<file path="src/rtl/morse_decoder.sv">
// morse_decoder: deserialises a 12-bit Morse frame and maps it to letter codes A-H (0-7)
module morse_decoder #(
  parameter int CLOCK_FREQUENCY = 500
) (
  input  logic       ClockIn,
  input  logic       Resetn,
  input  logic       Clear,
  input  logic       DotDashIn,
  input  logic       NewBitIn,
  output logic [2:0] Letter,
  output logic       Valid,
  output logic       Error,
  output logic       Busy
);
  localparam int TW = $clog2(CLOCK_FREQUENCY) + 1;
  localparam logic [TW-1:0] T_MAX = TW'(CLOCK_FREQUENCY - 1);
  localparam logic [1:0] IDLE = 2'd0, RECV = 2'd1, DECODE = 2'd2;
  localparam logic [95:0] TABLE = {
    12'b101010100000, 12'b111011101000, 12'b101011101000, 12'b100000000000,
    12'b111010100000, 12'b111010111010, 12'b111010101000, 12'b101110000000};
  logic [1:0]    state;
  logic [11:0]   frame;
  logic [3:0]    bit_count;
  logic [TW-1:0] t_count;
  logic          hit;
  logic [2:0]    idx;
  always_comb begin
    hit = 1'b0;
    idx = 3'd0;
    for (int i = 0; i < 8; i++)
      if (frame == TABLE[i*12 +: 12]) begin
        hit = 1'b1;
        idx = 3'(i);
      end
  end
  assign Busy = state != IDLE;
  always_ff @(posedge ClockIn or negedge Resetn) begin
    if (!Resetn) begin
      state     <= IDLE;
      frame     <= '0;
      bit_count <= '0;
      t_count   <= '0;
      Letter    <= '0;
      Valid     <= 1'b0;
      Error     <= 1'b0;
    end else begin
      Valid <= 1'b0;
      Error <= 1'b0;
      if (Clear) begin
        state     <= IDLE;
        bit_count <= '0;
        t_count   <= '0;
      end else begin
        case (state)
          IDLE: if (NewBitIn && DotDashIn) begin
            frame     <= 12'd1;
            bit_count <= 4'd1;
            t_count   <= '0;
            state     <= RECV;
          end
          RECV: if (t_count == T_MAX) begin
            Error <= 1'b1;
            state <= IDLE;
          end else if (NewBitIn) begin
            frame     <= {frame[10:0], DotDashIn};
            bit_count <= bit_count + 4'd1;
            t_count   <= '0;
            if (bit_count == 4'd11) state <= DECODE;
          end else begin
            t_count <= t_count + 1'b1;
          end
          DECODE: begin
            state <= IDLE;
            if (hit) begin
              Letter <= idx;
              Valid  <= 1'b1;
            end else begin
              Error <= 1'b1;
            end
          end
          default: state <= IDLE;
        endcase
      end
    end
  end
endmodule

</file>
<file path="config.mk">
export PLATFORM = sky130hd
export DESIGN_NAME = morse_decoder
export DESIGN_NICKNAME = d
export VERILOG_FILES = /design/src/rtl/morse_decoder.sv
export SDC_FILE = /design/constraint.sdc
export NUM_CORES = 1
export LEC_CHECK = 0
export CAP_MARGIN = 20
export CORE_AREA = 8 8 87 89
export CTS_BUF_LIST = sky130_fd_sc_hd__clkbuf_8
export DETAILED_ROUTE_END_ITERATION = 7
export DIE_AREA = 0 0 95 97
export PLACE_DENSITY = 0.51
export SKIP_LAST_GASP = 1
export SLEW_MARGIN = 30
export SYNTH_ARGS = -nofsm -noshare
export SYNTH_HDL_FRONTEND = slang
export SYNTH_SLANG_ARGS = --single-unit
</file>
<file path="constraint.sdc">
create_clock -name ClockIn -period 5.4 [get_ports ClockIn]
set_input_delay 1.08 -clock ClockIn [delete_from_list [all_inputs] [get_ports ClockIn]]
set_output_delay 1.08 -clock ClockIn [all_outputs]
set_load 0.005 [all_outputs]
</file>
==> results of run 1 <==
[cell usage in the layout (no fill, tap or decap), drive strengths merged, types with 2 or more instances in the layout]
master,instances
a21o,2
and3,5
mux2,2
and2,2
nor2,12
nand2,34
a31oi,3
a21oi,7
ha,6
nand3,7
nand4,6
o41ai,2
o21a,2
clkbuf,6
or2,2
nand2b,2
inv,9
o22ai,2
o21ai,33
clkdlybuf4s50,10
dfrtp,33
o211ai,2
nor3,7
[final timing paths]
| kind | depth (start not counted) | slack, ns | endpoint | from |
|---|---|---|---|---|
| setup reg to reg | 7 | 2.59 | bit_count[3] | state[1] |
| hold / removal | 1 | 0.50 | t_count[5] | t_count[5] |
| hold reg to reg | 1 | 0.50 | t_count[5] | t_count[5] |
| max in group asynchronous | 2 | 3.89 | bit_count[3] | Resetn |
| min in group asynchronous | 2 | 1.21 | Letter[0] | Resetn |
| setup / recovery | 7 | 2.59 | bit_count[3] | state[1] |
[logic make-up after synthesis]
kind of cell / Yosys count / share of synthesized area (%)
adders and majority gates: 6 / 4.115
muxes: 3 / 1.783
DFF: 33 / 45.27
buffers and inverters: 17 / 4.253
and+or+nand+nor: 87 / 24.14
xor gates and xnor gates: 1 / 0.4802
AOI/OAI and AO/OA: 60 / 19.96
[cell type report]
type | count | area [um^2] | share of cell area (%)
Tap cell | 77 | 96.34 | 4.641
Inverter | 8 | 30.03 | 1.447
Multi-Input combinational cell | 157 | 929.6 | 44.79
Clock inverter | 1 | 3.754 | 0.1808
Clock buffer | 6 | 82.58 | 3.978
Timing Repair Buffer | 11 | 107.6 | 5.184
Sequential cell | 33 | 825.8 | 39.78
[worst max-delay path, cell delays in order, from the launching register on]
cell	delay, ns
dfrtp_1	0.40
inv_1	0.10
ha_1	0.53
inv_1	0.24
o21ai_0	0.51
a21oi_2	0.26
or2_2	0.36
a211o_1	0.29
[sequential cells by signal, indices dropped and copies added, names as in the netlist]
register / count
Valid: 1
frame: 12
Error: 1
t_count: 10
bit_count: 4
state: 2
Letter: 3
[per-layer routing]
metal | global-route usage, % | share of wire [%]
met5 | 0 | 0
met2 | 13.81 | 45
met1 | 11.39 | 48
met3 | 3.091 | 5.4
met4 | 3.846 | 1.5
[power groups by stage]
| stage | Clock, W | Combinational [W] | Sequential (W) |
|---|---|---|---|
| 2_1_floorplan | 0 | 0.0000554 | 0.000268 |
| 3_3_place_gp | 0 | 0.0000790 | 0.000271 |
| 3_5_place_dp | 0 | 0.0000785 | 0.000271 |
| 4_1_cts | 0.000194 | 0.0000795 | 0.000266 |
| 5_1_grt | 0.000201 | 0.0000906 | 0.000268 |
| 6_report | 0.000183 | 0.0000808 | 0.000266 |
[metrics by stage]
step	instance area, um^2	hold WS, ns
floorplan	1824	0.4521
CTS	2067	0.5003
finish	2076	0.4956
global placement	1981	0.4924
detailed placement	1981	0.4880
global route	2076	0.5206
==> flow_summary.yaml, run 1 <==
outcome:
  run_status: "completed"
setup_path:
  cp-end-kind: "flip-flop"
  critPathLaunchType: "flip-flop"
  path_max_fanout: 15
  required_ns: 5.57
  cp.arrival_ns: 2.98
  critical_path_class: "reg -> reg"
power:
  clkPwrFrac_pct: 34.5
  finalPower_w: 0.0005302
  p_leak_nw: 0.8725
  combPwrFrac_pct: 15.2
  p_int_w: 0.0003840
  peakVddDrop_mv: 0.1406
  seqPwrFrac_pct: 50.2
  power_density_nw_per_um2: 255.4
  p_sw_w: 0.0001461
  switching_share_pct: 27.56
hold_path:
  hold_path_class: "reg -> reg"
sta:
  hold_violations: 0
  skew_ns: 0.004133
  min_period_ns: 2.807
  fin_setup_tns_ns: 0
  layout_setup_ws_ns: 2.593
  setup_violations: 0
  fin_crit_sh_pct: 51.98
  slew_viol_final: 0
  rsz0062_at_grt: "false"
  max_freq_ghz: 0.3563
  max_slew.worst_pin.slew_ns: 0.5881
  maxSlewHeadroom_pct: 60.61
logic_synthesis:
  syn_inst: 207
  yosys_warnings: 0
  synth_top_cell_by_area: "dfrtp_1"
  ys_seq_area_share_pct: 45.27
  synth_top_area_share_pct: 45.27
  syn-num-nets: 218
  ys_ff_latch: 33
  synth.most_common_cell: "nand2_1"
  async_flop_share_pct: 100.0
  synth_ff_type: "dfrtp_1"
  syn-cell-area_um2: 1824
  synthTopCellsByArea: "dfrtp_1 45%, o21ai_0 8.0%, nand2_1 7.0%"
  synth_cell_types: 48
  synth_commonest_cells: "34 x nand2_1, 33 x dfrtp_1, 29 x o21ai_0, 12 x nor2_1, 8 x inv_1"
  synth_edf_count: 0
  avgSynthCellArea_um2: 8.813
finish:
  syn_to_final_growth_pct: 13.79
  fillCellCount: 638
  num_antenna_cells: 0
  nets: 227
  fin_cells: 293
  final_core_util_pct: 33.45
  drive_gt1_share_pct: 8.796
clock_network:
  path_clk_slew_ns: 0.06
  cts-htree-levels: 2
  cts_num_sinks: 33
  cts_tree: "done"
  cts_resized: 0
  cts_buffers: 5
  clock_latency_ns: 0.28
  cts_hold_buffers: 0
  clock-root-buffer: "clkbuf_8"
  postCtsSetupBuffers: 0
  cts.path.max_buffers: 2
global_route:
  grt_pass1_wl_um: 6831
  grt_pass1_vias: 1459
  antenna_found_initial: 0
  grt_max_degree: 34
  overflow: 0
  grt.total_usage_pct: 9.115
route:
  first_pass_iters: 4
  ant_nets: 0
  vias: 1507
  drc_errors: 0
  drt_iter0_drc: 42
  via_per_inst: 5.143
  drt-total-wl_um: 3906
  wl_per_cell_um: 13.33
floorplanning:
  start_util_pct: 29.40
  num_io_pins: 11
  die_h_um: 97
  die_area_um2: 9215
  num_rows: 29
  core_um2: 6205
  die_x_um: 95
placed_design:
  dp_slack_ns: 2.509
  portBuffers: 10
  dp_hpwl_um: 2716
  dp.cells: 286
  finalWeightedCongestion: 0.8172
flow_run:
  max_cap_violations: 0
Power figures use the tool's default switching activity.
==> run 2, diff against run 1 <==
--- a/config.mk
+++ b/config.mk
@@ -10,7 +10,7 @@
 export CTS_BUF_LIST = sky130_fd_sc_hd__clkbuf_8
 export DETAILED_ROUTE_END_ITERATION = 7
 export DIE_AREA = 0 0 95 97
-export PLACE_DENSITY = 0.51
+export PLACE_DENSITY = 0.53
 export SKIP_LAST_GASP = 1
 export SLEW_MARGIN = 30
 export SYNTH_ARGS = -nofsm -noshare
==> constraint.sdc (replaced) <==
create_clock -name ClockIn -period 2.4 [get_ports ClockIn]
set_input_delay 0.48 -clock ClockIn [delete_from_list [all_inputs] [get_ports ClockIn]]
set_output_delay 0.48 -clock ClockIn [all_outputs]
set_load 0.005 [all_outputs]
==> run 2 against run 1 <==
Final area is 3.0% higher. Sequential share of layout area shrank 1.1 points. Critical endpoint is now t_count[6]. Clock skew increased by 0.0013 ns. Critical path type unchanged. Combinational power up 130%. Clock power grew to 3.4 times the previous value. Die area unchanged. Hold slack better by 0.011 ns. Wire length hardly changed. Fmax is 28% higher. Cell count increased by 1.4%.
==> flow_summary.yaml, run 2 (synthesis gave the netlist of run 1 again) <==
finish:
  mostFrequentLayoutCells: "34 x nand2_1, 33 x dfrtp_1, 29 x o21ai_0"
  layout_commonest_cell: "nand2_1"
  drive_gt1_share_pct: 10.91
  seq_area_um2: 825.8
  fillCellCount: 627
  num_antenna_cells: 0
  fin_area_um2: 2137
  syn_to_final_growth_pct: 17.15
  largest_reg_flops: 12
  top_register: "frame"
  multiInputGateArea_um2: 920.9
  reg_top3: "frame x12, t_count x10, bit_count x4"
  nets: 230
clock_network:
  cts_hold_buffers: 0
  clock_latency_ns: 0.28
  clock-root-buffer: "clkbuf_8"
  cts_resized: 0
  cts_tree: "done"
  cts_buffers: 5
  path_clk_slew_ns: 0.07
  cts.path.max_buffers: 2
  cts_num_sinks: 33
  cts-htree-levels: 2
  postCtsSetupBuffers: 0
route:
  first_pass_iters: 4
  drt-total-wl_um: 3907
  wl_per_cell_um: 13.15
  vias: 1491
  via_per_inst: 5.020
  drt_iter0_drc: 55
  ant_nets: 0
  drc_errors: 0
sta:
  slew_viol_final: 0
  hold_violations: 0
  maxSlewHeadroom_pct: 67.74
  setup_violations: 0
  max_slew.worst_pin.slew_ns: 0.4795
  layout_setup_ws_ns: 0.2082
  rsz0062_at_grt: "false"
  fin_setup_tns_ns: 0
  skew_ns: 0.005467
  fin_crit_sh_pct: 91.33
  min_period_ns: 2.192
  max_freq_ghz: 0.4562
placed_design:
  postPlaceCellArea_um2: 2003
  dp_hpwl_um: 2695
  portBuffers: 10
  dp_slack_ns: 0.2020
  finalWeightedCongestion: 0.7638
floorplanning:
  num_io_pins: 11
  die_x_um: 95
  start_util_pct: 29.40
  die_h_um: 97
  core_um2: 6205
  die_area_um2: 9215
  num_rows: 29
setup_path:
  worstReg2RegStart: "t_count[0]"
  critical_path_class: "reg -> reg"
  setup.worst_path.start: "t_count[0]"
  cp.arrival_ns: 2.40
  required_ns: 2.61
  critPathLaunchType: "flip-flop"
  path_max_fanout: 12
  cp-end-kind: "flip-flop"
global_route:
  antenna_found_initial: 0
  grt_pass1_vias: 1363
  grt_max_degree: 34
  grt_pass1_wl_um: 6589
  overflow: 0
  grt.total_usage_pct: 8.727
flow_run:
  max_cap_violations: 0
power:
  p_leak_nw: 0.9028
  power_density_nw_per_um2: 660.3
  peakVddDrop_mv: 0.4885
hold_path:
  hold_start: "t_count[5]"
  hold_path_class: "reg -> reg"
outcome:
  run_status: "completed"
## run 2: cell count changes in the layout (fill, tap and decap cells not counted)
cell / previous run / this run
clkbuf_8: 6 / 5
buf_4: 1 / 4
o211ai_4: 1 / 0
clkinv_2: 0 / 1
inv_1: 9 / 8
bufinv_16: 0 / 2
o211ai_2: 0 / 1
## run 2: report_power, final
part | switching [W] | internal (W)
clock network | 0.000213 | 0.000413
logic | 0.000116 | 0.0000705
registers | 0.0000225 | 0.000576
## run 2: through the flow
| stage | cells | total power, W | utilization [%] | hold slack, ns |
|---|---|---|---|---|
| finish | 297 | 0.001411 | 34.44 | 0.5071 |
| global route | 297 | 0.001477 | 34.44 | 0.5156 |
| CTS | 297 | 0.001433 | 34.44 | 0.5150 |
| detailed placement | 289 | 0.0007950 | 32.28 | 0.5019 |
| global placement | 289 | 0.0007957 | 32.28 | 0.4881 |
| floorplan | 207 | 0.0007283 | - | 0.1844 |
## run 2: routing by layer
layer / global-route usage, % / wire, um / vias up / share of wire (%)
met5: 0 / 0 / - / 0
met4: 2.163 / 12 / 0 / 0.31
met3: 2.705 / 151 / 2 / 3.9
met2: 12.85 / 1756 / 19 / 45
met1: 11.97 / 1985 / 702 / 51
li1: - / - / 768 / -
## run 2: final timing paths
| check | slack [ns] | end | depth (start not counted) |
|---|---|---|---|
| worst min register to register | 0.51 | t_count[5] | 1 |
| worst max register to register | 0.21 | t_count[6] | 7 |
| min in group asynchronous | 0.60 | frame[9] | 2 |
| worst max-delay path | 0.21 | t_count[6] | 7 |
| max in group asynchronous | 1.47 | frame[0] | 2 |
| worst min-delay path | 0.51 | t_count[5] | 1 |
## run 2: layout make-up
type / instances / share of cell area [%]
sequential: 33 / 38.64
timing repair buffer: 14 / 6.089
multi-input combinational: 157 / 43.09
clock inverter: 3 / 3.044
inverter: 8 / 1.405
clock buffer: 5 / 3.220
tap: 77 / 4.508
## run 2: critical path: stages (launching register included)
cell and delay (ns):
dfrtp_1 0.37, ha_1 0.21, or4b_4 0.51, or4_4 0.47, a21oi_2 0.17, buf_4 0.20, o21ai_0 0.11, o21ai_0 0.08
